**src/rtl/growl_pkg.sv**
```systemverilog
// Shared AVR fetch constants and the two-word opcode decode used by inst_fetch.
// The INST_FETCH_SKIP_EN build option does not touch this package.
package growl_pkg;

    localparam logic [15:0] NOP_INST       = 16'h0000;
    localparam logic [15:0] LDS_STS_MASK   = 16'hFC0F;
    localparam logic [15:0] LDS_STS_MATCH  = 16'h9000;
    localparam logic [15:0] JMP_CALL_MASK  = 16'hFE0C;
    localparam logic [15:0] JMP_CALL_MATCH = 16'h940C;

    // LDS/STS and JMP/CALL carry a second 16-bit word.
    function automatic logic is_two_word(input logic [15:0] w);
        return ((w & LDS_STS_MASK) == LDS_STS_MATCH) ||
               ((w & JMP_CALL_MASK) == JMP_CALL_MATCH);
    endfunction

endpackage

```
**src/rtl/inst_fetch_if.sv**
```systemverilog
// Program-memory and pipeline-side signals of the fetch stage.
// c_skip exists only when INST_FETCH_SKIP_EN is defined.
interface inst_fetch_if #(
    parameter int PC_W = 16
);
    logic [PC_W-1:0] pmem_adr;
    logic            pmem_re;
    logic [15:0]     pmem_dout;
    logic            c_stall;
    logic            c_pc_load;
    logic [PC_W-1:0] pc_load_val;
`ifdef INST_FETCH_SKIP_EN
    logic            c_skip;
`endif
    logic [15:0]     inst_out;
    logic [15:0]     inst2_out;
    logic            inst_two_word;
    logic            inst_valid;
    logic [PC_W-1:0] pc_out;

`ifdef INST_FETCH_SKIP_EN
    modport master (
        output pmem_adr, pmem_re, inst_out, inst2_out, inst_two_word, inst_valid, pc_out,
        input  pmem_dout, c_stall, c_pc_load, pc_load_val, c_skip
    );
    modport slave (
        input  pmem_adr, pmem_re, inst_out, inst2_out, inst_two_word, inst_valid, pc_out,
        output pmem_dout, c_stall, c_pc_load, pc_load_val, c_skip
    );
`else
    modport master (
        output pmem_adr, pmem_re, inst_out, inst2_out, inst_two_word, inst_valid, pc_out,
        input  pmem_dout, c_stall, c_pc_load, pc_load_val
    );
    modport slave (
        input  pmem_adr, pmem_re, inst_out, inst2_out, inst_two_word, inst_valid, pc_out,
        output pmem_dout, c_stall, c_pc_load, pc_load_val
    );
`endif

endinterface

```
**src/rtl/fetch_fifo.sv**
```systemverilog
// Circular prefetch buffer of instruction words, each tagged with its word address.
// Head and head+1 are visible so a two-word instruction can be presented at once.
module fetch_fifo #(
    parameter  int DEPTH = 3,
    parameter  int PC_W  = 16,
    localparam int PW    = (DEPTH > 1) ? $clog2(DEPTH) : 1,
    localparam int CW    = $clog2(DEPTH + 1)
) (
    input  logic            clk,
    input  logic            rst,
    input  logic            clear,
    input  logic            push,
    input  logic [15:0]     push_data,
    input  logic [PC_W-1:0] push_addr,
    input  logic [1:0]      pop_n,
    output logic [15:0]     head_data,
    output logic [PC_W-1:0] head_addr,
    output logic [15:0]     next_data,
    output logic [CW-1:0]   count
);

    logic [15:0]     mem_data [DEPTH];
    logic [PC_W-1:0] mem_addr [DEPTH];
    logic [PW-1:0]   rd_ptr;
    logic [PW-1:0]   wr_ptr;
    logic [PW-1:0]   next_idx;
    logic [CW-1:0]   count_q;

    function automatic logic [PW-1:0] ptr_add(input logic [PW-1:0] p, input int n);
        int s;
        s = int'(p) + n;
        if (s >= DEPTH) s = s - DEPTH;
        return s[PW-1:0];
    endfunction

    always_ff @(posedge clk) begin
        if (rst || clear) begin
            rd_ptr  <= '0;
            wr_ptr  <= '0;
            count_q <= '0;
        end else begin
            if (push) wr_ptr <= ptr_add(wr_ptr, 1);
            rd_ptr  <= ptr_add(rd_ptr, int'(pop_n));
            count_q <= count_q + CW'(push) - CW'(pop_n);
        end
    end

    // Storage needs no reset; only entries below count are ever presented.
    always_ff @(posedge clk) begin
        if (push && !clear && !rst) begin
            mem_data[wr_ptr] <= push_data;
            mem_addr[wr_ptr] <= push_addr;
        end
    end

    assign next_idx  = ptr_add(rd_ptr, 1);
    assign head_data = mem_data[rd_ptr];
    assign head_addr = mem_addr[rd_ptr];
    assign next_data = mem_data[next_idx];
    assign count     = count_q;

endmodule

```
**src/rtl/inst_fetch.sv**
```systemverilog
// AVR instruction fetch: prefetches pmem words and presents whole 1- or 2-word instructions.
// Define INST_FETCH_SKIP_EN to add c_skip for skip-type instructions.
module inst_fetch #(
    parameter int PC_W  = 16,
    parameter int DEPTH = 3
) (
    input logic         clk,
    input logic         rst,
    inst_fetch_if.master bus
);
    import growl_pkg::*;

    localparam int CW = $clog2(DEPTH + 1);

    logic [PC_W-1:0] fetch_pc;
    logic [PC_W-1:0] issue_adr_q;
    logic            inflight_q;
    logic [15:0]     head_data;
    logic [PC_W-1:0] head_addr;
    logic [15:0]     next_data;
    logic [CW-1:0]   count;
    logic            head_two;
    logic            valid_c;
    logic            take;
    logic [1:0]      pop_n;
    logic            re_c;
    int              occ_next;

`ifdef INST_FETCH_SKIP_EN
    logic skip_pend_q;
    logic skip_req;
    assign skip_req = bus.c_skip | skip_pend_q;
`endif

    always_comb begin
        head_two = is_two_word(head_data);
        valid_c  = (int'(count) >= 1 && !head_two) || (int'(count) >= 2 && head_two);
`ifdef INST_FETCH_SKIP_EN
        take     = valid_c && (!bus.c_stall || skip_req);
`else
        take     = valid_c && !bus.c_stall;
`endif
        pop_n    = take ? (head_two ? 2'd2 : 2'd1) : 2'd0;
        // A slot freed by this cycle's pop may be claimed by this cycle's read.
        occ_next = int'(count) - int'(pop_n) + int'(inflight_q) + 1;
        re_c     = !rst && !bus.c_pc_load && (occ_next <= DEPTH);
    end

    always_ff @(posedge clk) begin
        if (rst) begin
            fetch_pc    <= '0;
            issue_adr_q <= '0;
            inflight_q  <= 1'b0;
        end else if (bus.c_pc_load) begin
            fetch_pc    <= bus.pc_load_val;
            inflight_q  <= 1'b0;
        end else begin
            inflight_q <= re_c;
            if (re_c) begin
                fetch_pc    <= fetch_pc + PC_W'(1);
                issue_adr_q <= fetch_pc;
            end
        end
    end

`ifdef INST_FETCH_SKIP_EN
    always_ff @(posedge clk) begin
        if (rst || bus.c_pc_load) skip_pend_q <= 1'b0;
        else                      skip_pend_q <= skip_req && !valid_c;
    end
`endif

    fetch_fifo #(
        .DEPTH (DEPTH),
        .PC_W  (PC_W)
    ) u_fifo (
        .clk       (clk),
        .rst       (rst),
        .clear     (bus.c_pc_load),
        .push      (inflight_q),
        .push_data (bus.pmem_dout),
        .push_addr (issue_adr_q),
        .pop_n     (pop_n),
        .head_data (head_data),
        .head_addr (head_addr),
        .next_data (next_data),
        .count     (count)
    );

    assign bus.pmem_adr      = fetch_pc;
    assign bus.pmem_re       = re_c;
    assign bus.inst_valid    = valid_c;
    assign bus.inst_out      = valid_c ? head_data : NOP_INST;
    assign bus.inst2_out     = (valid_c && head_two) ? next_data : NOP_INST;
    assign bus.inst_two_word = valid_c && head_two;
    assign bus.pc_out        = valid_c ? head_addr : '0;

endmodule
```
**src/flat_wrapper.sv**
```systemverilog
// flat-port wrapper written by rule: the top's interface ports become plain ports
module inst_fetch_flat import growl_pkg::*;
#(
    parameter int PC_W  = 16,
    parameter int DEPTH = 3
)
  (clk, rst, bus_pmem_adr, bus_pmem_re, bus_inst_out, bus_inst2_out, bus_inst_two_word, bus_inst_valid, bus_pc_out, bus_pmem_dout, bus_c_stall, bus_c_pc_load, bus_pc_load_val);
  inst_fetch_if #(.PC_W(PC_W)) bus_i ();
  input logic clk;
  input logic rst;
  output wire logic [$bits(bus_i.pmem_adr)-1:0] bus_pmem_adr;
  output wire logic [$bits(bus_i.pmem_re)-1:0] bus_pmem_re;
  output wire logic [$bits(bus_i.inst_out)-1:0] bus_inst_out;
  output wire logic [$bits(bus_i.inst2_out)-1:0] bus_inst2_out;
  output wire logic [$bits(bus_i.inst_two_word)-1:0] bus_inst_two_word;
  output wire logic [$bits(bus_i.inst_valid)-1:0] bus_inst_valid;
  output wire logic [$bits(bus_i.pc_out)-1:0] bus_pc_out;
  input wire logic [$bits(bus_i.pmem_dout)-1:0] bus_pmem_dout;
  input wire logic [$bits(bus_i.c_stall)-1:0] bus_c_stall;
  input wire logic [$bits(bus_i.c_pc_load)-1:0] bus_c_pc_load;
  input wire logic [$bits(bus_i.pc_load_val)-1:0] bus_pc_load_val;
  assign bus_pmem_adr = bus_i.pmem_adr;
  assign bus_pmem_re = bus_i.pmem_re;
  assign bus_inst_out = bus_i.inst_out;
  assign bus_inst2_out = bus_i.inst2_out;
  assign bus_inst_two_word = bus_i.inst_two_word;
  assign bus_inst_valid = bus_i.inst_valid;
  assign bus_pc_out = bus_i.pc_out;
  assign bus_i.pmem_dout = bus_pmem_dout;
  assign bus_i.c_stall = bus_c_stall;
  assign bus_i.c_pc_load = bus_c_pc_load;
  assign bus_i.pc_load_val = bus_pc_load_val;
  inst_fetch #(.PC_W(PC_W), .DEPTH(DEPTH)) u_core (.clk(clk), .rst(rst), .bus(bus_i));
endmodule
```
**config.mk**
```make
export PLATFORM = sky130hd
export DESIGN_NAME = inst_fetch_flat
export DESIGN_NICKNAME = d
export VERILOG_FILES = /design/src/rtl/growl_pkg.sv /design/src/rtl/inst_fetch_if.sv /design/src/rtl/fetch_fifo.sv /design/src/rtl/inst_fetch.sv /design/src/flat_wrapper.sv
export SDC_FILE = /design/constraint.sdc
export NUM_CORES = 1
export LEC_CHECK = 0
export CAP_MARGIN = 15
export CELL_PAD_IN_SITES_DETAIL_PLACEMENT = 0
export CELL_PAD_IN_SITES_GLOBAL_PLACEMENT = 1
export CORE_UTILIZATION = 40
export DETAILED_ROUTE_END_ITERATION = 8
export PLACE_DENSITY = 0.8
export SETUP_SLACK_MARGIN = 0.4
export SYNTH_ARGS = -nofsm -noshare
export SYNTH_HDL_FRONTEND = slang
export SYNTH_SLANG_ARGS = --single-unit
```
**constraint.sdc**
```tcl
create_clock -name clk -period 8.55 [get_ports clk]
set_clock_uncertainty 0.1 [all_clocks]
set_input_delay 1.71 -clock clk [delete_from_list [all_inputs] [get_ports clk]]
set_output_delay 1.71 -clock clk [all_outputs]
set_load 0.01 [all_outputs]
```
==> run metrics <==
placed inst area=7450 sq um; ys async rst share=0%; Hold Path Sink=u_core.u_fifo.mem_addr[0][4]; global-route wire length before repair=22800 microns; Hold Startpoint=u_core.issue_adr_q[4]; GPL Wtd Cong=0.822; outcome=finished, final reports clean; ant diodes=0; synth cell count leaders=edfxtp_1 (96), a21oi_1 (76), nor2_1 (62), mux2i_1 (58), dfxtp_1 (39); antenna violations before repair=0; Synth area leaders=edfxtp_1 (46%), dfxtp_1 (12%), mux2i_1 (9.3%); Max Slew Vio Count=0; Post-synth EDFFs=96; port bufs=102; Setup WS post-layout=1010 ps; Slew Limit Headroom=27.0%; initial DRC count=220; CTS Hold Bufs=0; PwrDens=194 nW/um^2; vias in the first global route=4422; Die X=127 microns; largest net degree at the start of global routing=51; Core Area=15200 sq um; Die Y-Extent=127 microns; Critical Path Fanout Max=49; setup bufs post-CTS=0; Max IR drop VDD=0.000147 V; placed cells=813; Final Non-Filler Cells=845; TritonCTS clock tree=yes; TritonRoute pass-1 iters=5; share of layout cells above drive strength 1=8.83%; WL per Instance=16.4 microns; grt ovf=0; Die Area=16100 sq um; Yosys top cell by area=edfxtp_1; Num CTS Buffers=17; Power, Total=1.55 mW; GRT Resource Usage Total=18.6%; DRC violations left=0; Clock Tree Buf Depth=2; mapped cell area=6250 sq um; Reg2Reg Setup Slack=2910 ps; pre-CTS setup slack=1430 ps; Max Clock Freq=0.133 GHz; Leak Pwr=2.95 nW; clk sinks=135; Storage cell area=3670 sq um; Worst Reg-to-Reg Cells=17; Seq cells post-synth=135; Fin Setup TNS=0 ps; critical path startpoint category=flop; prevailing post-synth register cell=edfxtp_1; Yosys cell types=45; final setup violating endpoints=0; Fillers=1355; post-DP HPWL=9330 microns; Min-Delay Path Depth=0; Setup CP Type=reg -> out; Final Hold Fails=0; Syn Area/Cell=11.4 sq um; reg-to-reg endpoint=u_core.bus.pmem_adr[15]; RSZ-0062 raised after global routing=no; Hold Slack=390 ps; Syn Inst Count=548; Final nets=695; Vias/cell=5.22; later-pin clock latency in the skew report=410 ps; actual slew at the worst max-slew pin=1100 ps; CTS-repair resized insts=0; CP arrival=5730 ps; H-Tree Level Count=4; post-route core utilization=52.7%; Worst EP required=6740 ps; total number of vias=4409; Initial Util=41.1%; clock slew seen by the registers of the worst setup and hold paths=50 ps; Reg2Reg Launch Point=u_core.u_fifo.rd_ptr[1]; Post-DRT Antenna Nets=0; Worst Setup End Kind=primary output; Top Ports=103; clock period minus worst slack=7540 ps; drt total wl=13900 microns; post-synthesis net count=599; final instance area=8010 sq um; Synth warnings=0; Seq/Total Area, Yosys=58.6%; max-cap viol count=0; Area Overhead vs Synth=28.2%; row count=45; Multi-input gate area=2380 sq um; most frequent cell after synthesis=edfxtp_1; Root Driver=clkbuf_16; post-route clock period utilization=88.2%; top cell type's share of synthesized area=46.1%; min-delay worst type=reg -> reg
## logic make-up after synthesis
group / Yosys count / synth area share, %
AOI/OAI and AO/OA: 112 / 9.73
DFF: 135 / 58.6
adders and majority gates: 15 / 3.24
buffers and inverters: 55 / 3.72
muxes: 69 / 11.4
xor gates and xnor gates: 16 / 2.24
and+or+nand+nor: 146 / 11.0
## registers in the layout (all words and copies together) (netlist names)
| name | count |
|---|---|
| u_core.bus.pmem_adr | 16 |
| u_core.u_fifo.count | 2 |
| u_core.u_fifo.mem_addr | 48 |
| u_core.u_fifo.wr_ptr | 2 |
| u_core.inflight_q | 1 |
| u_core.u_fifo.rd_ptr | 2 |
| u_core.u_fifo.mem_data | 48 |
| u_core.issue_adr_q | 16 |
## metal layers
layer | up-vias | part of all wire [%] | track usage [%]
met5 | - | 0 | 0
met4 | 0 | 1.3 | 7.21
met3 | 17 | 6.3 | 5.49
met2 | 135 | 47 | 30.4
met1 | 2098 | 45 | 23.4
li1 | 2159 | - | -
## worst max-delay path: stages (launching register included)
cell	delay, ps
dfxtp_2	890
inv_2	330
mux2i_1	300
nand4b_1	210
or4_4	700
and2_1	230
ha_1	200
fa_1	440
inv_1	90
ha_1	150
inv_1	40
ha_1	250
nor4bb_1	360
buf_4	240
o21ai_1	180
inv_1	160
clkdlybuf4s50_1	550
## worst max-delay path by stage
stage / cells after the start / end / from / slack (ps)
5_1_grt: 16 / bus_pmem_re / u_core.u_fifo.rd_ptr[1] / 580
3_5_place_dp: 16 / bus_pmem_re / u_core.u_fifo.rd_ptr[1] / 1430
3_3_place_gp: 16 / bus_pmem_re / u_core.u_fifo.rd_ptr[1] / 1540
6_report: 16 / bus_pmem_re / u_core.u_fifo.rd_ptr[1] / 1010
4_1_cts: 16 / bus_pmem_re / u_core.u_fifo.rd_ptr[1] / 930
2_1_floorplan: 20 / bus_pmem_re / u_core.u_fifo.rd_ptr[0] / 2250
## where the power goes
part           internal, mW  switching, mW
Clock                 0.431          0.253
Combinational        0.0687         0.0666
Sequential            0.717         0.0163
Total                  1.22          0.336
## layout make-up
| type | instances | share of cell area (%) |
|---|---|---|
| multi-input cells | 358 | 29.7 |
| inverters | 19 | 0.890 |
| clock inverters | 11 | 1.33 |
| repair buffers | 113 | 13.8 |
| flip-flops and latches | 135 | 45.8 |
| clock buffers | 21 | 5.62 |
| well taps | 188 | 2.94 |
## placed cells by master (no fill, tap or decap), types with 2 or more instances in the layout
| cell | count |
|---|---|
| a21oi_1 | 76 |
| o21ai_0 | 19 |
| nor2_1 | 61 |
| bufinv_16 | 2 |
| xnor2_1 | 13 |
| edfxtp_1 | 96 |
| clkdlybuf4s50_1 | 102 |
| and2_1 | 3 |
| nor3_1 | 19 |
| dfxtp_2 | 2 |
| clkbuf_16 | 17 |
| dfxtp_1 | 37 |
| fa_1 | 2 |
| buf_4 | 11 |
| xor2_1 | 3 |
| and3_1 | 2 |
| clkinv_1 | 2 |
| mux2_2 | 8 |
| clkinv_2 | 6 |
| mux2i_1 | 58 |
| nand2_1 | 24 |
| clkbuf_1 | 3 |
| inv_1 | 18 |
| and4_1 | 2 |
| o21a_1 | 5 |
| mux2_4 | 2 |
| nand2b_1 | 17 |
| or2_2 | 2 |
| ha_1 | 13 |
| o211ai_1 | 3 |
| nand3_1 | 4 |
| o2111ai_1 | 3 |
(Power assumes the default switching activity.)
